<file path="config.mk">
export PLATFORM = sky130hd
export DESIGN_NAME = mem_lsu_ctrl
export DESIGN_NICKNAME = d
export VERILOG_FILES = /design/src/rtl/lsu_pkg.sv /design/src/rtl/lsu_lane.sv /design/src/rtl/mem_lsu_ctrl.sv
export SDC_FILE = /design/constraint.sdc
export NUM_CORES = 1
export LEC_CHECK = 0
export ABC_AREA = 1
export CAP_MARGIN = 20
export CORE_MARGIN = 8
export CORE_UTILIZATION = 45
export DETAILED_ROUTE_END_ITERATION = 8
export GPL_ROUTABILITY_DRIVEN = 0
export PLACE_DENSITY = 0.84
export SETUP_SLACK_MARGIN = 0.1
export SLEW_MARGIN = 40
export SYNTH_ARGS = -nofsm -noshare
export SYNTH_HDL_FRONTEND = slang
export SYNTH_SLANG_ARGS = --single-unit
</file>
<file path="constraint.sdc">
create_clock -name clock -period 3.2 [get_ports clock]
set_clock_uncertainty 0.2 [all_clocks]
set_input_delay 0.64 -clock clock [delete_from_list [all_inputs] [get_ports clock]]
set_output_delay 0.64 -clock clock [all_outputs]
set_load 0.005 [all_outputs]
</file>
<file path="src/rtl/lsu_pkg.sv">
// rtl/lsu_pkg.sv - shared access-size codes, lane constants and FSM states for the MEM-stage LSU
package lsu_pkg;

  localparam logic [1:0] LS_WORD = 2'b00;
  localparam logic [1:0] LS_HALF = 2'b01;
  localparam logic [1:0] LS_BYTE = 2'b10;

  localparam logic [3:0] BE_WORD    = 4'b1111;
  localparam logic [3:0] BE_HALF_LO = 4'b0011;
  localparam logic [3:0] BE_HALF_HI = 4'b1100;

  typedef enum logic [1:0] {
    S_IDLE,
    S_REQ,
    S_WAIT,
    S_DONE
  } lsu_state_e;

endpackage

</file>
<file path="src/rtl/lsu_lane.sv">
// rtl/lsu_lane.sv - byte-enable generation, store lane replication and load extraction/extension
module lsu_lane
  import lsu_pkg::*;
(
  input  logic [1:0]  addr_lo_i,
  input  logic [1:0]  ls_i,
  input  logic        ext_i,
  input  logic [31:0] wdata_i,
  input  logic [31:0] rdata_i,
  output logic [3:0]  be_o,
  output logic [31:0] wdata_o,
  output logic [31:0] rdata_o
);

  logic [15:0] half_v;
  logic [7:0]  byte_v;

  // Lane selection; code 11 and unknown sizes fall back to a full word
  always_comb begin
    half_v  = addr_lo_i[1] ? rdata_i[31:16] : rdata_i[15:0];
    byte_v  = rdata_i[{addr_lo_i, 3'b000} +: 8];
    be_o    = BE_WORD;
    wdata_o = wdata_i;
    rdata_o = rdata_i;
    case (ls_i)
      LS_HALF: begin
        be_o    = addr_lo_i[1] ? BE_HALF_HI : BE_HALF_LO;
        wdata_o = {2{wdata_i[15:0]}};
        rdata_o = {{16{ext_i & half_v[15]}}, half_v};
      end
      LS_BYTE: begin
        be_o    = 4'b0001 << addr_lo_i;
        wdata_o = {4{wdata_i[7:0]}};
        rdata_o = {{24{ext_i & byte_v[7]}}, byte_v};
      end
      default: ;
    endcase
  end

endmodule

</file>
<file path="src/rtl/mem_lsu_ctrl.sv">
// rtl/mem_lsu_ctrl.sv - MEM-stage load/store FSM on a handshaked data-memory port (option: LSU_MISALIGN_TRAP_EN)
module mem_lsu_ctrl
  import lsu_pkg::*;
#(
  parameter int ADDR_W      = 10,
  parameter int TIMEOUT_CYC = 255
) (
  input  logic              clock,
  input  logic              rst_n,
  input  logic [31:0]       EX_MEM_alu_out,
  input  logic [31:0]       EX_MEM_regfile_out2,
  input  logic [1:0]        LS_bit,
  input  logic              MemWrite,
  input  logic              MemRead,
  input  logic              Ext_op,
  output logic              lsu_stall,
  output logic              lsu_done,
  output logic [31:0]       lsu_rdata,
  output logic              lsu_err,
  output logic              lsu_misalign,
  output logic              mem_req,
  output logic              mem_we,
  output logic [ADDR_W-1:0] mem_addr,
  output logic [3:0]        mem_be,
  output logic [31:0]       mem_wdata,
  input  logic              mem_gnt,
  input  logic              mem_rvalid,
  input  logic [31:0]       mem_rdata
);

  localparam logic [7:0] TO_LAST = 8'(TIMEOUT_CYC - 1);

  lsu_state_e        state_q, state_d;
  logic [7:0]        cnt_q, cnt_d;
  logic [1:0]        addr_lo_q, addr_lo_d;
  logic [1:0]        ls_q, ls_d;
  logic              ext_q, ext_d;
  logic              mem_req_q, mem_req_d;
  logic              mem_we_q, mem_we_d;
  logic [ADDR_W-1:0] mem_addr_q, mem_addr_d;
  logic [3:0]        mem_be_q, mem_be_d;
  logic [31:0]       mem_wdata_q, mem_wdata_d;
  logic [31:0]       rdata_q, rdata_d;
  logic              err_q, err_d;
  logic              mis_q, mis_d;

  logic              req_any, in_idle, misalign, timeout;
  logic [1:0]        lane_lo, lane_ls;
  logic              lane_ext;
  logic [3:0]        lane_be;
  logic [31:0]       lane_wdata, lane_rdata;
  logic              unused_addr;

  assign req_any     = MemRead | MemWrite;
  assign in_idle     = (state_q == S_IDLE);
  assign timeout     = (cnt_q == TO_LAST);
  assign unused_addr = ^EX_MEM_alu_out[31:ADDR_W+2];

`ifdef LSU_MISALIGN_TRAP_EN
  assign misalign = (LS_bit == LS_HALF) ? EX_MEM_alu_out[0] :
                    (LS_bit == LS_BYTE) ? 1'b0 : (EX_MEM_alu_out[1:0] != 2'b00);
`else
  assign misalign = 1'b0;
`endif

  // Request lanes come straight from the pipeline in IDLE; response lanes from the latched copy
  assign lane_lo  = in_idle ? EX_MEM_alu_out[1:0] : addr_lo_q;
  assign lane_ls  = in_idle ? LS_bit : ls_q;
  assign lane_ext = in_idle ? Ext_op : ext_q;

  lsu_lane u_lane (
    .addr_lo_i (lane_lo),
    .ls_i      (lane_ls),
    .ext_i     (lane_ext),
    .wdata_i   (EX_MEM_regfile_out2),
    .rdata_i   (mem_rdata),
    .be_o      (lane_be),
    .wdata_o   (lane_wdata),
    .rdata_o   (lane_rdata)
  );

  // Next-state and registered-output logic; err/misalign flags live only for the DONE cycle
  always_comb begin
    state_d     = state_q;
    cnt_d       = cnt_q;
    addr_lo_d   = addr_lo_q;
    ls_d        = ls_q;
    ext_d       = ext_q;
    mem_req_d   = mem_req_q;
    mem_we_d    = mem_we_q;
    mem_addr_d  = mem_addr_q;
    mem_be_d    = mem_be_q;
    mem_wdata_d = mem_wdata_q;
    rdata_d     = rdata_q;
    err_d       = 1'b0;
    mis_d       = 1'b0;
    case (state_q)
      S_IDLE: begin
        if (req_any) begin
          addr_lo_d = EX_MEM_alu_out[1:0];
          ls_d      = LS_bit;
          ext_d     = Ext_op;
          cnt_d     = 8'd0;
          if (misalign) begin
            state_d = S_DONE;
            mis_d   = 1'b1;
            rdata_d = 32'd0;
          end else begin
            state_d     = S_REQ;
            mem_req_d   = 1'b1;
            mem_we_d    = MemWrite;
            mem_addr_d  = EX_MEM_alu_out[ADDR_W+1:2];
            mem_be_d    = lane_be;
            mem_wdata_d = lane_wdata;
          end
        end
      end
      S_REQ: begin
        cnt_d = cnt_q + 8'd1;
        if (timeout) begin
          state_d   = S_DONE;
          mem_req_d = 1'b0;
          err_d     = 1'b1;
          rdata_d   = 32'd0;
        end else if (mem_gnt) begin
          state_d   = S_WAIT;
          mem_req_d = 1'b0;
        end
      end
      S_WAIT: begin
        cnt_d = cnt_q + 8'd1;
        if (mem_rvalid) begin
          state_d = S_DONE;
          if (!mem_we_q) rdata_d = lane_rdata;
        end else if (timeout) begin
          state_d = S_DONE;
          err_d   = 1'b1;
          rdata_d = 32'd0;
        end
      end
      default: state_d = S_IDLE;
    endcase
  end

  // State and output registers, cleared asynchronously so a hung access is dropped at once
  always_ff @(posedge clock or negedge rst_n) begin
    if (!rst_n) begin
      state_q     <= S_IDLE;
      cnt_q       <= 8'd0;
      addr_lo_q   <= 2'd0;
      ls_q        <= LS_WORD;
      ext_q       <= 1'b0;
      mem_req_q   <= 1'b0;
      mem_we_q    <= 1'b0;
      mem_addr_q  <= '0;
      mem_be_q    <= 4'd0;
      mem_wdata_q <= 32'd0;
      rdata_q     <= 32'd0;
      err_q       <= 1'b0;
      mis_q       <= 1'b0;
    end else begin
      state_q     <= state_d;
      cnt_q       <= cnt_d;
      addr_lo_q   <= addr_lo_d;
      ls_q        <= ls_d;
      ext_q       <= ext_d;
      mem_req_q   <= mem_req_d;
      mem_we_q    <= mem_we_d;
      mem_addr_q  <= mem_addr_d;
      mem_be_q    <= mem_be_d;
      mem_wdata_q <= mem_wdata_d;
      rdata_q     <= rdata_d;
      err_q       <= err_d;
      mis_q       <= mis_d;
    end
  end

  assign lsu_stall    = (in_idle & req_any) | (state_q == S_REQ) | (state_q == S_WAIT);
  assign lsu_done     = (state_q == S_DONE);
  assign lsu_rdata    = rdata_q;
  assign lsu_err      = err_q;
  assign lsu_misalign = mis_q;
  assign mem_req      = mem_req_q;
  assign mem_we       = mem_we_q;
  assign mem_addr     = mem_addr_q;
  assign mem_be       = mem_be_q;
  assign mem_wdata    = mem_wdata_q;

endmodule

</file>
==> results.md <==
* Worst min path class: input port to asynchronous set/reset pin
* Sequential share of power at 0.267
* Initial Utilization at 0.455
* Worst VDD drop at between 0.7 and 0.8 mV
* Clk root buf: clkbuf_16
* Highest attainable clock frequency at about 350 MHz
* Data arrival, critical path at around 2.0 ns
* Startpoint kind of the worst setup timing path: register
* Fraction of registers with async set/reset at 1.00
* Cts repair resizes at 0
* Worst setup path category: register to primary output
* Number of buffer cells added on primary ports at 167
* Leakage power at roughly 0.0036 uW
* Maximum number of pins on one net before global-route repair at 63
* Final Instance Area at around 7200 um2
* Core Area at 11300 um2
* Vias at ~5100
* Die outline height at 123 um
* Met3 WL post-DR at ~1200 um
* Register bit count reported by yosys at 96
* Primary flip-flop cell chosen by synthesis mapping: dfrtp_1
* Worst Tran Pin Value at between 0.6 and 0.7 ns
* Total iterations of the first detailed-routing run at 5
* Via count of the first global-routing pass at just under 5000
* Count of inserted antenna diode cells at 0
* Overall die area at ~15000 um2
* Clock Latency Late Sink at 0.34 ns
* Setup repair after global routing missed its margin: false
* Total routed wire length on the met1 layer at 6540 um
* Critical path launch point: state_q[0]
* Fraction of power consumed by the clock network at 0.141
* Worst reg2reg setup slack at between 0.4 and 0.5 ns
* Most used cells in the layout excluding fill and tap cells: nand2_1, clkdlybuf4s50_1, dfrtp_1
* Post-placement cell area at 6930 um2
* Clock transition at path regs at roughly 0.070 ns
* Number of cells produced by synthesis at around 720
* Detail Route Antenna Nets at 0
* Portion of the clock cycle consumed by the worst path in the final layout at 0.887
* Standard-cell rows at 39
* Antenna violations before repair at 0
* Last element of the critical path: lsu_stall
* Number of DRC markers after the initial detailed-route iteration at just over 400
* Number of max-slew violations in the final report at 0
* Net switching component of the power at 3340 uW
* Fraction of power spent switching nets at 0.436
* Die Span X at 123 um
* Origin of the critical flop-to-flop path: state_q[0]
* Distinct cell type count after synthesis at 31
* Ratio of total power to cell area at 1060 nW/um2
* Combinational cell fraction of total power at 0.591
* Cts bufs inserted at 9
* P_int at approximately 4300 uW
* Worst reg-to-reg path cell count at 11
* Final hold violations at 0
* Synth warnings at 0
* Sum of negative setup slack at 0 ns
* Relative max-transition margin at 0.548
* Final Setup Violations at 0
* Reg2Reg Capture Point: lsu_rdata[0]
* Overall routed net length at between 15000 and 20000 um
* Avg Synthesized Cell Area at 7.17 um2
* Post-CTS Hold Buffers at 0
* Fraction of final layout cells sized beyond drive strength 1 at 0.0545
* Global-route wire length before repair at roughly 24000 um
* Sequential element share of the synthesized area at 0.469
* Post-Synthesis Net Count at just over 800
* Clock buffer depth at 2
* Count of boundary I/O pins at between 150 and 200
* Number of synthesized flops with an enable pin at 0
* Run status: finished, final reports clean
* Top routing layer in use: met4
* Most common cell after layout, fill and taps aside: nand2_1
* Routed length on met2 at between 7000 and 8000 um
* Final net count at 989
* DP Wirelength at between 10000 and 15000 um
* # Max-Cap Violations at 0
* Sinks on Clock Net at 96
* H-tree depth at 3
* TritonCTS clock tree: built
* Filler instances at between 900 and 1000
* Crit path max fanout at 13
* Setup Fix Bufs, Post-CTS at 0
* Signed area change from the synthesized netlist to the final layout at 41.0%
* Total congestion overflow at 0
* DRC errors left at 0
* Required time of the critical path at about 2.4 ns
* Via/cell ratio at between 4 and 5
* Endpoint class of the critical path: primary output
* WL per Instance at roughly 15 um
* Overall track demand over capacity in global routing at 0.203
* Time the final worst path needs with I/O delays and setup at 2.84 ns
* Post-Synthesis Cell Area at 5130 um2
==> cell usage after synthesis (2+ instances only) <==
cell,n,area share
a21oi_1,56,0.055
a31oi_1,2,0.0024
buf_1,2,0.0015
buf_2,7,0.0068
buf_4,2,0.0029
buf_6,4,0.0088
clkbuf_1,13,0.0095
dfrtp_1,96,0.47
ha_1,8,0.020
inv_1,63,0.046
nand2_1,293,0.21
nand2_2,5,0.0061
nand2_4,3,0.0066
nand3_1,28,0.027
nand3_2,2,0.0039
nor2_1,59,0.043
nor2_2,2,0.0024
nor3_1,11,0.011
nor3_2,2,0.0039
o21a_1,2,0.0029
o21ai_0,45,0.044
==> per-stage QoR <==
step / hold slack (ns) / util / setup slack, ns / std cells / power, uW
final: 0.0972 / 0.641 / 0.363 / 1024 / 7660
after CTS: 0.109 / 0.641 / 0.352 / 1024 / 7710
after global routing: 0.143 / 0.641 / 0.148 / 1024 / 8350
after global placement: 0.263 / 0.614 / 0.340 / 1008 / 6510
after detailed placement: 0.265 / 0.615 / 0.300 / 1008 / 6600
after floorplan: 0.144 / - / 0.853 / 715 / 4710
==> power by group through the flow <==
stage | clock network [uW] | logic (uW) | registers [uW]
after floorplan | 0 | 2630 | 2080
after global placement | 0 | 4470 | 2040
after detailed placement | 0 | 4540 | 2070
after CTS | 1100 | 4560 | 2050
after global routing | 1140 | 5090 | 2120
final | 1080 | 4530 | 2050
==> layer usage <==
| layer | GRT usage | vias up |
|---|---|---|
| met5 | 0 | - |
| met3 | 0.0400 | 35 |
| met1 | 0.266 | 2320 |
| met2 | 0.316 | 184 |
| met4 | 0.0990 | 0 |
| li1 | - | 2560 |
==> critical path: stages (launching register included) <==
cell and delay [ns]:
dfrtp_1 0.42, inv_1 0.10, ha_1 0.44, nand2_2 0.12
nand2_1 0.07, clkdlybuf4s50_1 0.50
==> kinds of logic (layout without fill, tap and decap cells) <==
family / count (synthesis) / count (layout) / share of synthesized area
simple gates: 409 / 409 / 0.326
fa+ha+maj: 8 / 8 / 0.0195
flops: 96 / 96 / 0.469
other cells: 1 / 1 / 0.000731
compound gates: 107 / 107 / 0.107
buf+inv: 94 / 260 / 0.0783
==> registers in the layout (all words and copies together), names as in the netlist, 2 cells and up <==
| register | flops |
|---|---|
| addr_lo_q | 2 |
| mem_be | 4 |
| mem_addr | 10 |
| cnt_q | 8 |
| state_q | 2 |
| mem_wdata | 32 |
| lsu_rdata | 32 |
| ls_q | 2 |
==> worst min-delay path by stage <==
| stage | end | slack (ns) | from |
|---|---|---|---|
| floorplan | addr_lo_q[0] | 0.14 | rst_n |
| global placement | lsu_rdata[20] | 0.26 | lsu_rdata[20] |
| detailed placement | lsu_rdata[24] | 0.27 | lsu_rdata[24] |
| CTS | lsu_rdata[6] | 0.11 | rst_n |
| global route | lsu_rdata[22] | 0.14 | rst_n |
| finish | lsu_rdata[22] | 0.1 | rst_n |
==> area by class of cell <==
class	instances	area, um2	share of cell area
Tap cell	143	179	0.0248
Multi-Input combinational cell	525	2340	0.323
Clock buffer	10	229	0.0317
Inverter	66	250	0.0346
Timing Repair Buffer	178	1760	0.244
Clock inverter	6	67.6	0.00935
Sequential cell	96	2400	0.332
(Power assumes the default switching activity.)
